## config.mk

```make
export PLATFORM = sky130hd
export DESIGN_NAME = req_rw_arb
export DESIGN_NICKNAME = d
export VERILOG_FILES = /design/src/rtl/req_rw_arb.sv
export SDC_FILE = /design/constraint.sdc
export NUM_CORES = 1
export LEC_CHECK = 0
export ABC_AREA = 1
export CAP_MARGIN = 20
export CORE_MARGIN = 3
export CORE_UTILIZATION = 40
export DETAILED_ROUTE_END_ITERATION = 10
export PLACE_DENSITY = 0.7
export RECOVER_POWER = 100
export SYNTH_ARGS = -nofsm -noshare
export SYNTH_HDL_FRONTEND = slang
export SYNTH_SLANG_ARGS = --single-unit
```

## constraint.sdc

```tcl
create_clock -name clk -period 8.4 [get_ports clk]
set_input_delay 0.84 -clock clk [delete_from_list [all_inputs] [get_ports clk]]
set_output_delay 0.84 -clock clk [all_outputs]
set_load 0.02 [all_outputs]
```

## src/rtl/req_rw_arb.sv

```systemverilog
// Per-channel read/write request merger: two request FIFOs feeding one registered output.
// Optional write anti-starvation counter is enabled by defining VECTOR_CACHE_RW_ARB_STARVE_EN.

package req_rw_arb_pkg;
  typedef struct packed {
    logic        cmd_opcode;  // 1 = read, 0 = write
    logic [7:0]  src_id;
    logic [31:0] addr;
    logic [31:0] data;
  } input_req_pld_t;
endpackage

module req_rw_arb_fifo #(
  parameter int DEPTH = 4,
  parameter int W     = 8
) (
  input  logic                       clk,
  input  logic                       rst,
  input  logic                       vld_i,
  input  logic [W-1:0]               din_i,
  output logic                       rdy_o,
  input  logic                       pop_i,
  output logic [W-1:0]               dout_o,
  output logic [$clog2(DEPTH):0]     cnt_o
);
  localparam int AW = $clog2(DEPTH);
  localparam int CW = AW + 1;

  logic [W-1:0]  mem_q [DEPTH];
  logic [AW-1:0] wptr_q, rptr_q;
  logic [CW-1:0] cnt_q, cnt_d;
  logic          push;

  assign rdy_o  = (cnt_q != CW'(DEPTH));
  assign push   = vld_i && rdy_o;
  assign dout_o = mem_q[rptr_q];
  assign cnt_o  = cnt_q;

  always_comb begin
    cnt_d = cnt_q;
    case ({push, pop_i})
      2'b10:   cnt_d = cnt_q + CW'(1);
      2'b01:   cnt_d = cnt_q - CW'(1);
      default: cnt_d = cnt_q;
    endcase
  end

  // Pointers wrap naturally (DEPTH is a power of two); the counter resolves full vs empty.
  always_ff @(posedge clk or posedge rst) begin
    if (rst) begin
      wptr_q <= '0;
      rptr_q <= '0;
      cnt_q  <= '0;
    end else begin
      if (push)  wptr_q <= wptr_q + AW'(1);
      if (pop_i) rptr_q <= rptr_q + AW'(1);
      cnt_q <= cnt_d;
    end
  end

  always_ff @(posedge clk) begin
    if (push) mem_q[wptr_q] <= din_i;
  end
endmodule

module req_rw_arb
  import req_rw_arb_pkg::*;
#(
  parameter int FIFO_DEPTH   = 4,
  parameter int STARVE_LIMIT = 8
) (
  input  logic                          clk,
  input  logic                          rst,
  input  logic                          rd_vld,
  input  input_req_pld_t                rd_pld,
  output logic                          rd_rdy,
  input  logic                          wr_vld,
  input  input_req_pld_t                wr_pld,
  output logic                          wr_rdy,
  output logic                          out_vld,
  output input_req_pld_t                out_pld,
  input  logic                          out_rdy,
  output logic [$clog2(FIFO_DEPTH):0]   rd_cnt,
  output logic [$clog2(FIFO_DEPTH):0]   wr_cnt
);
  localparam int PW = $bits(input_req_pld_t);

  logic [PW-1:0]  rd_dout, wr_dout;
  logic           rd_ne, wr_ne, load, gnt_rd, gnt_wr, force_wr;
  logic           out_vld_q, out_vld_d;
  input_req_pld_t out_pld_q, out_pld_d;

  req_rw_arb_fifo #(.DEPTH(FIFO_DEPTH), .W(PW)) u_rd_fifo (
    .clk(clk), .rst(rst), .vld_i(rd_vld), .din_i(rd_pld), .rdy_o(rd_rdy),
    .pop_i(load && gnt_rd), .dout_o(rd_dout), .cnt_o(rd_cnt)
  );

  req_rw_arb_fifo #(.DEPTH(FIFO_DEPTH), .W(PW)) u_wr_fifo (
    .clk(clk), .rst(rst), .vld_i(wr_vld), .din_i(wr_pld), .rdy_o(wr_rdy),
    .pop_i(load && gnt_wr), .dout_o(wr_dout), .cnt_o(wr_cnt)
  );

  // Arbitration uses registered occupancy, so a same-cycle push is seen next cycle.
  assign rd_ne  = (rd_cnt != '0);
  assign wr_ne  = (wr_cnt != '0);
  assign load   = !out_vld_q || out_rdy;
  assign gnt_wr = wr_ne && (!rd_ne || force_wr);
  assign gnt_rd = rd_ne && !gnt_wr;

`ifdef VECTOR_CACHE_RW_ARB_STARVE_EN
  localparam int SW = $clog2(STARVE_LIMIT + 1);
  logic [SW-1:0] starve_q, starve_d;

  assign force_wr = (starve_q == SW'(STARVE_LIMIT));

  always_comb begin
    starve_d = starve_q;
    if (!wr_ne)                 starve_d = '0;
    else if (load && gnt_wr)    starve_d = '0;
    else if (load && gnt_rd)    starve_d = starve_q + SW'(1);
  end

  always_ff @(posedge clk or posedge rst) begin
    if (rst) starve_q <= '0;
    else     starve_q <= starve_d;
  end
`else
  // No counter: writes only take slots the read stream leaves idle.
  assign force_wr = (STARVE_LIMIT == 0) & 1'b0;
`endif

  always_comb begin
    out_vld_d = out_vld_q;
    out_pld_d = out_pld_q;
    if (load) begin
      out_vld_d = gnt_rd || gnt_wr;
      if (gnt_rd)      out_pld_d = input_req_pld_t'(rd_dout);
      else if (gnt_wr) out_pld_d = input_req_pld_t'(wr_dout);
    end
  end

  always_ff @(posedge clk or posedge rst) begin
    if (rst) begin
      out_vld_q <= 1'b0;
      out_pld_q <= '0;
    end else begin
      out_vld_q <= out_vld_d;
      out_pld_q <= out_pld_d;
    end
  end

  assign out_vld = out_vld_q;
  assign out_pld = out_pld_q;
endmodule

```

## Word-level counts from Yosys, hierarchy flattened

Memory sizes are Yosys's and may differ from the RTL's.
Index checks and enable logic that the tools add are counted.

| storage, ports and cells | value |
|---|---|
| bits in latches | 0 |
| memory bits (writable) | 584 |
| memories | 2 |
| word-level logic and storage cells | 52 |
| ROM bits | 0 |
| register bits after elaboration | 88 |

| cells by class | value |
|---|---|
| bitwise gates (word level) | 0 |
| shift operators | 0 |
| equality and inequality tests | 6 |
| add/subtract/negate cells | 8 |
| $lt $le $gt $ge | 0 |
| muxes and demuxes | 8 |
| reductions and logical operators | 17 |
| divide/modulo/power cells | 0 |
| multipliers | 0 |

Memory list:

| memory | words | width | read ports | clocked after memory_dff | write ports | RTL line | source |
|---|---|---|---|---|---|---|---|
| u_rd_fifo.mem_q | 4 | 73 | 1 | 0 | 1 | 29 | `logic [W-1:0] mem_q [DEPTH];` |
| u_wr_fifo.mem_q | 4 | 73 | 1 | 0 | 1 | 29 |  |

Operators with widths:

| operator | number |
|---|---|
| $mux W73 | 2 |
| $pmux W3 S2 | 2 |
| $add A2 B1 Y2 const B | 4 |
| $add A3 B1 Y3 const B | 2 |
| $logic_and A1 B1 Y1 | 6 |
| $ne A3 B3 Y1 const B | 2 |
| $reduce_bool A2 Y1 | 3 |
| $reduce_bool A3 Y1 | 2 |
| $sub A3 B1 Y3 const B | 2 |
| $eq A2 B1 Y1 const B | 2 |
| $eq A2 B2 Y1 const B | 2 |
| $mux W1 | 4 |
| $logic_not A1 Y1 | 3 |
| $logic_or A1 B1 Y1 | 2 |
| $reduce_and A2 Y1 | 1 |

## Logic depth before layout (Yosys ltp)

Gate-level depths: netlist of the first run.

| depth | value |
|---|---|
| depth in word-level cells | 8 |
| gate-level depth with buffers | 10 |

## Modules after synthesis

Synthesis of the first run repeated with hierarchy kept, for this count alone.

| second synthesis, totals | value |
|---|---|
| cells, all modules | 2383 |
| area total of the unflattened synthesis | 28230.8 µm² |

Modules (own cells, without submodules):

| module | seq. area each (µm²) | area an instance (µm²) | instances | cells an instance |
|---|---|---|---|---|
| req_rw_arb_fifo | 8943.6 | 12107.9 | 2 | 903 |
| req_rw_arb | 1851.8 | 4015.1 | 1 | 577 |

## Worst setup path after synthesis of the first run

OpenSTA, ideal clock, no wires.

| timing | value |
|---|---|
| kind | flip-flop to flip-flop |
| start | reg u_rd_fifo.cnt_q[1] (netlist: u_rd_fifo.cnt_o[1]) |
| end | mem u_rd_fifo.mem_q[0][0] (netlist name) (enable) |
| stages on the path, launching flop included | 5 |
| setup time | 505 ps |
| slack | 3771 ps |
| arrival time | 4124 ps |
| data required time | 7895 ps |
| cell sequence | dfrtp_1 > inv_1 > nand3_1 > nand2_1 > nor2_1 |

| between the ends | value |
|---|---|
| word-level cells in the longest chain between the ends | 4 |

Ends and longest elaborated chain:

| item | RTL line | source |
|---|---|---|
| start: declaration | 31 | `logic [CW-1:0] cnt_q, cnt_d;` |
| start signal: assignment | 57 | `cnt_q <= cnt_d;` |
| $ne A3 B3 Y1 | 34 | `assign rdy_o = (cnt_q != CW'(DEPTH));` |
| net rd_rdy | 76 | `output logic rd_rdy,` |
| $logic_and A1 B1 Y1 | 35 | `assign push = vld_i && rdy_o;` |
| $mux W1 | 62 | `if (push) mem_q[wptr_q] <= din_i;` |
| $mux W1 (implied by the code) | 62 |  |
| end: declaration | 29 |  |

The timed path passes the listed nets, and every way through them passes these cells.

## Worst setup path after layout of the first run

| timing | value |
|---|---|
| start | in rd_vld |
| end | mem u_rd_fifo.mem_q[0][38] (netlist name) (enable) |

| between the ends | value |
|---|---|
| word-level cells in the longest chain between the ends | 3 |

Ends and longest elaborated chain:

| item | RTL line | source |
|---|---|---|
| start: declaration | 74 | `input logic rd_vld,` |
| $logic_and A1 B1 Y1 | 35 |  |
| $mux W1 | 62 |  |
| $mux W1 (implied by the code) | 62 |  |

No other way between the ends.

==> results.md, run 1 <==
## Run status
• outcome: finished, violations left
• violations in the final reports: max-capacitance violations, max-slew violations

## STA
• final period utilization: 64.69%
• worst slew slack as a fraction of its limit: -95.35%
• number of hold violations in the final report: 0
• Max Freq: 184.0 MHz
• count of endpoints failing setup in the final report: 0
• max-slew violation total from the final report: 452
• measured slew at the worst slew-check pin: 2.919 ns
• time the final worst path needs with I/O delays and setup: 5.434 ns
• Fin Hold WS: 0.4705 ns
• clock skew after layout: 0.01892 ns
• setup_tns: 0 ns
• RSZ-0062 raised after global routing: no

## Yosys
• share of the yosys chip area belonging to registers: 69.38%
• net count after synthesis: 2800
• gate count of the mapped netlist: 2637
• Avg Inst Size Synth: 10.79 sq um
• main area contributors after synthesis: edfxtp_1 (62%), nand3_1 (9.1%), nand2_1 (8.8%)
• XOR/XNOR Fraction of Synth Area: 0.2463%
• adder and majority gate portion of the synthesized area: 0.5805%
• top cell type by total area after synthesis: edfxtp_1
• number of flops mapped to enable cells by yosys: 584
• mux contribution to synthesized area: 0%
• mapped cell area: 0.02845 sq mm
• top cells by count, synth: nand2_1 (666), edfxtp_1 (584), inv_1 (530), nand3_1 (515), dfrtp_1 (88)
• predominant post-synthesis flop cell: edfxtp_1
• leading cell type by number of instances after synthesis: nand2_1
• library cells used by synthesis: 26
• asr flop ratio synth: 13.10%
• number of flip-flops and latches in the synthesized netlist: 672
• main combinational cell family by area after synthesis: simple AND/OR/NAND/NOR gates
• post-synthesis simple-gate area fraction: 19.74%
• share of the synthesized area in the top cell type: 61.64%
• Synth Warn #: 0
• compound-gate portion of the synthesized area: 0.1407%

## Die
• Core Box Area: 0.07027 sq mm
• Horiz. Die Dim: 272.7 um
• die extent in y: 272.7 um
• area of the die: 0.07436 sq mm
• starting utilization of the core area: 40.49%
• I/O pin total: 233
• site row count: 97

## Job
• reported max-cap violation count: 13

## Critical path
• critical path data arrival time: 5.59 ns
• CP Class: input pin to flop
• kind of launch point of the worst setup path: input pin
• critical path required time: 8.55 ns
• Worst Setup End Kind: flop
• maximum fanout encountered on the critical timing path: 39

## Worst hold path
• Hold Crit Class: flop to flop

## Clocking
• TritonCTS clock tree: built
• clock insertion delay at the later pin of the skew report: 0.61 ns
• CTS Hold Buffers Added: 0
• register clock-pin slew on the reported worst setup and hold paths: 0.06 ns
• cts bufs inserted: 71
• Longest Clk Path Bufs: 3
• master cell of the clock root buffer: clkbuf_16
• clock sinks: 672
• post_cts resized: 0
• number of levels the H-tree was split into: 3
• buffers inserted during post-CTS setup optimization: 0

## Global route
• total congestion overflow: 0
• via count of the first global-routing pass: 17640
• total global-route track usage: 18.67%
• maximum number of pins on one net before global-route repair: 113
• global-route wire length before repair: 104700 um
• antenna violations before repair: 43

## Route
• WL/cell: 18.16 um
• length of the first detailed-routing pass in iterations: 5
• routed via count divided by cell count: 4.753
• DR iter-0 viols: 1607
• total via count in the routed design: 18380
• number of nets with antenna violations after routing: 0
• wire length reported by the detailed router: 70220 um
• post-route DRC violation count: 0

## Final layout
• Syn-to-layout area delta: 18.88%
• NumNets Final: 3006
• fill cell total of the finished layout: 6051
• final cell area excluding filler cells: 0.03382 sq mm
• share of post-route cells with drive strength above 1: 5.341%

## Placed design
• buffers added on ports: 232
• detailed-placement wirelength estimate: 41790 um
• post-place instance area: 0.03145 sq mm
• routability cong.: 0.7339

## Power and ir drop
• reported leakage power: 0.01438 uW
• worst vdd rail ir drop: 0.2096 mV
• Pwr Total: 11790 uW
• power density over cell area: 348.7 mW/mm^2

state kept, by name, indices dropped and copies added (netlist names):
name,cells
u_wr_fifo.cnt_o,3
u_rd_fifo.cnt_o,3
u_wr_fifo.wptr_q,2
out_vld,1
u_wr_fifo.rptr_q,2
u_rd_fifo.wptr_q,2
u_wr_fifo.mem_q,292
u_rd_fifo.mem_q,292
u_rd_fifo.rptr_q,2
out_pld,73
stage by stage:
step | cells | utilization, % | setup slack (ns)
global route | 3850 | 48.07 | 2.650
floorplan | 2637 | - | 3.771
detailed placement | 3707 | 44.76 | 4.562
finish | 3867 | 48.13 | 2.966
CTS | 3839 | 48.11 | 5.110
global placement | 3706 | 44.72 | 4.593
where the power goes:
group | leakage [uW] | internal, uW | switching (uW)
logic | 0.00685 | 1170 | 2550
clock network | 0.00116 | 1840 | 1270
registers | 0.00638 | 4510 | 459
worst max-delay path, cell delays in order:
cell	delay [ns]
dlygate4sd3_1	0.52
nand2_1	0.32
nor2_4	0.17
clkbuf_1	1.69
clkbuf_1	2.00
layout make-up:
type | instances | area (sq um) | area share [%]
clock buffer | 107 | 2096 | 6.196
multi-input combinational | 1300 | 5931 | 17.53
antenna | 25 | 62.56 | 0.1850
clock inverter | 25 | 259.0 | 0.7658
sequential | 672 | 19750 | 58.40
timing repair buffer | 259 | 2511 | 7.425
tap | 940 | 1176 | 3.477
inverter | 539 | 2033 | 6.011
kinds of logic (layout without fill, tap and decap cells):
| group | after synthesis | count (layout) |
|---|---|---|
| AOI/OAI and AO/OA | 8 | 8 |
| xor gates and xnor gates | 8 | 8 |
| adders and majority gates | 12 | 12 |
| buffers and inverters | 665 | 930 |
| DFF | 672 | 672 |
| other | 0 | 25 |
| and+or+nand+nor | 1272 | 1272 |
per-layer routing:
layer / up-vias / track usage [%] / routed length (um)
met3: 127 / 4.486 / 5688
li1: 8907 / - / -
met2: 576 / 30.69 / 33700
met4: 20 / 6.707 / 1831
met5: - / 0 / 136
met1: 8749 / 24.17 / 28860
layout by cell type (no fill, tap or decap):
| master | count |
|---|---|
| clkbuf_1 | 30 |
| xnor2_1 | 2 |
| bufinv_16 | 3 |
| clkinvlp_4 | 1 |
| clkinv_1 | 6 |
| dlygate4sd3_1 | 231 |
| or2_1 | 12 |
| nand2_4 | 1 |
| xor2_1 | 6 |
| clkbuf_8 | 12 |
| inv_6 | 1 |
| buf_16 | 1 |
| inv_1 | 528 |
| dfrtp_4 | 4 |
| edfxtp_1 | 584 |
| nor2_1 | 9 |
| inv_8 | 1 |
| fa_1 | 2 |
| clkinv_8 | 2 |
| inv_16 | 2 |
| dfrtp_1 | 84 |
| diode_2 | 25 |
| nand3_1 | 516 |
| clkinvlp_2 | 2 |
| o21ai_0 | 3 |
| inv_2 | 3 |
| clkbuf_16 | 74 |
| nand2_1 | 667 |
| buf_4 | 17 |
| ha_1 | 10 |
| nor2_4 | 6 |
| a21oi_1 | 5 |
| clkdlybuf4s50_1 | 1 |
| or2_0 | 51 |
| inv_4 | 1 |
| clkinv_2 | 14 |
| or2_2 | 10 |
path summary, 6_finish.rpt:
kind                               startpoint                     end  slack, ns  cells after the start
setup reg to reg           u_rd_fifo.cnt_o[0]  u_rd_fifo.mem_q[0][38]       3.07                      6
hold reg to reg                   out_pld[37]             out_pld[37]       0.47                      2
min in group asynchronous                 rst             out_pld[41]       1.16                      2
max in group asynchronous                 rst     u_rd_fifo.rptr_q[0]       5.55                      3
hold / removal                    out_pld[37]             out_pld[37]       0.47                      2
setup / recovery                       rd_vld  u_rd_fifo.mem_q[0][38]       2.97                      5
Power figures use the tool's default switching activity.
==> run 2, diff against run 1 <==
PLACE_DENSITY = 0.72   (was 0.7)
clock period = 4.6 ns   (was 8.4 ns; I/O delays follow)
==> run 2 against run 1 <==
Compared with the run above:
- the flow still finishes with violations (max-capacitance violations, max-slew violations)
- hold slack better by 0.0098 ns
- cell area shrank 0.51%
- power grew 80%
- clock skew grew 0.0071 ns
- combinational power up 86%
- worst setup slack lost 1.9 ns
- sequential power increased by 82%
- flip-flop and latch count did not move
- via count rose by 1.7%
- wire length rose by 1.7%
==> results.md, run 2 (synthesized netlist as in run 1, its figures left out) <==
## STA
• number of hold violations in the final report: 0, unchanged
• time the final worst path needs with I/O delays and setup: 3.545 ns
• max-slew violation total from the final report: 398, -12%
• Max Freq: 282.1 MHz
• Fin Hold WS: 0.4802 ns, +0.009772 ns
• measured slew at the worst slew-check pin: 3.520 ns, +0.6006 ns
• worst slew slack as a fraction of its limit: -136.0%, -41 points
• clock skew after layout: 0.02602 ns, +0.007101 ns
• final period utilization: 77.07%
• RSZ-0062 raised after global routing: no
• count of endpoints failing setup in the final report: 0, unchanged

## Critical path
• critical path required time: 4.82 ns, -3.73 ns
• kind of launch point of the worst setup path: flop
• Critical Path, Cell by Cell: inv_1, nand3_1, nand2_1, nor2_1, clkbuf_4
• Buffers & Inverters on Critical Path: 2, -1
• CP Class: flop to flop
• critical path data arrival time: 3.76 ns, -1.83 ns
• slowest stage cell, crit path: clkbuf_4
• Critical Path Max Stage Delay: 1.12 ns, -0.88 ns
• maximum fanout encountered on the critical timing path: 60, +54%
• Worst Setup End Kind: flop
• category of cells accounting for the largest share of critical-path delay: simple AND/OR/NAND/NOR gates

## Final layout
• commonest non-fill, non-tap cell in the layout: nand2_1
• commonest cells after routing, fill and taps aside: nand2_1 (667), edfxtp_1 (584), inv_1 (529), nand3_1 (515), dlygate4sd3_1 (229)
• fill cell total of the finished layout: 6129, +1.3%
• total area of sequential cells: 0.01975 sq mm, about the same
• share of post-route cells with drive strength above 1: 5.036%, -0.30 points
• Post-Layout Cell Count: 3855, -0.31%
• Syn-to-layout area delta: 18.27%
• NumNets Final: 3006, unchanged
• area used by multi-input combinational logic: 0.005928 sq mm, about the same

## Die
• I/O pin total: 233, unchanged
• site row count: 97, unchanged
• die extent in y: 272.7 um, unchanged
• starting utilization of the core area: 40.49%, unchanged
• Core Box Area: 0.07027 sq mm, unchanged
• Horiz. Die Dim: 272.7 um, unchanged
• area of the die: 0.07436 sq mm, unchanged

## Power and ir drop
• worst vdd rail ir drop: 0.4631 mV, +120%
• reported leakage power: 0.01431 uW, -0.55%
• Pwr Total: 21250 uW, +80%
• power density over cell area: 631.5 mW/mm^2, +81%

## Global route
• total congestion overflow: 0, unchanged
• global-route wire length before repair: 108500 um, +3.6%
• via count of the first global-routing pass: 18360, +4.1%
• total global-route track usage: 19.26%, +0.59 points
• antenna violations before repair: 36, -16%
• maximum number of pins on one net before global-route repair: 138, +22%

## Clocking
• register clock-pin slew on the reported worst setup and hold paths: 0.06 ns, about the same
• buffers inserted during post-CTS setup optimization: 0, unchanged
• Longest Clk Path Bufs: 3, unchanged
• TritonCTS clock tree: built
• master cell of the clock root buffer: clkbuf_16
• clock insertion delay at the later pin of the skew report: 0.62 ns, about the same
• clock sinks: 672, unchanged
• number of levels the H-tree was split into: 3, unchanged
• cts bufs inserted: 70, -1.4%
• CTS Hold Buffers Added: 0, unchanged
• post_cts resized: 0, unchanged

## Route
• routed via count divided by cell count: 4.847, +2.0%
• wire length on met3: 5800 um, +2.0%
• top sig layer: met5
• WL/cell: 18.53 um, +2.0%
• met2 WL post-DR: 34290 um, +1.8%
• total via count in the routed design: 18690, +1.7%
• length of the first detailed-routing pass in iterations: 5, unchanged
• post-route DRC violation count: 0, unchanged
• number of nets with antenna violations after routing: 0, unchanged
• detailed-routing wirelength on met1: 29570 um, +2.4%
• wire length reported by the detailed router: 71420 um, +1.7%
• DR iter-0 viols: 1522, -5.3%

## Run status
• violations in the final reports: max-capacitance violations, max-slew violations
• outcome: finished, violations left

## Placed design
• placed cells: 3709, +0.054%
• buffers added on ports: 232, unchanged
• detailed-placement wirelength estimate: 40520 um, -3.0%
• routability cong.: 0.7374, +0.48%

## Worst hold path
• Hold Crit Class: input pin to flop

## Job
• reported max-cap violation count: 9, -4

## run 2: cell count changes in the layout (fill, tap and decap cells not counted), sizes merged, moves of 2 or more
cell           previous run  this run
clkbuf                  116       108
clkdlybuf4s50             1         3
clkinv                   22        24
diode                    25        16
dlygate4sd3             231       229
inv                     536       540
## run 2: through the flow
stage	setup WS, ns	setup TNS [ns]	cell area, sq um	utilization [%]
after floorplan	-0.02889	-8.436	28450	-
after global placement	1.676	0	31510	44.84
after detailed placement	1.647	0	31510	44.84
after CTS	1.648	0	33650	47.88
after global routing	0.7605	0	33620	47.84
final	1.055	0	33650	47.88
## run 2: power by group
group          internal [uW]  switching (uW)
registers               8230             798
clock network           2980            2320
logic                   2190            4730
## run 2: final timing paths
path                                     from                endpoint  slack, ns  cells past startpoint
max                        u_wr_fifo.cnt_o[0]  u_wr_fifo.mem_q[1][53]       1.05                      5
min                                   out_rdy                 out_vld       0.48                      4
max reg2reg                u_wr_fifo.cnt_o[0]  u_wr_fifo.mem_q[1][53]       1.05                      5
min reg2reg                       out_pld[43]             out_pld[43]       0.49                      2
max in group asynchronous                 rst     u_rd_fifo.rptr_q[1]       1.30                      2
min in group asynchronous                 rst             out_pld[38]       1.34                      2
## run 2: layout make-up
class | instances | area share (%)
sequential | 672 | 58.70
antenna | 16 | 0.1190
clock inverter | 31 | 0.8106
inverter | 539 | 6.057
tap | 940 | 3.495
multi-input combinational | 1300 | 17.62
timing repair buffer | 260 | 7.667
clock buffer | 97 | 5.537
## run 2: layer usage
layer  up-vias  track usage, %
li1       8902               -
met1      8985           25.12
met2       638           31.99
met3       144           4.504
met4        18           5.973
met5         -               0
## run 2: worst min-delay path, stage by stage
cell	delay (ns)
clkdlybuf4s50_1	0.40
inv_1	0.05
nand2_1	0.08
nand2_1	0.08
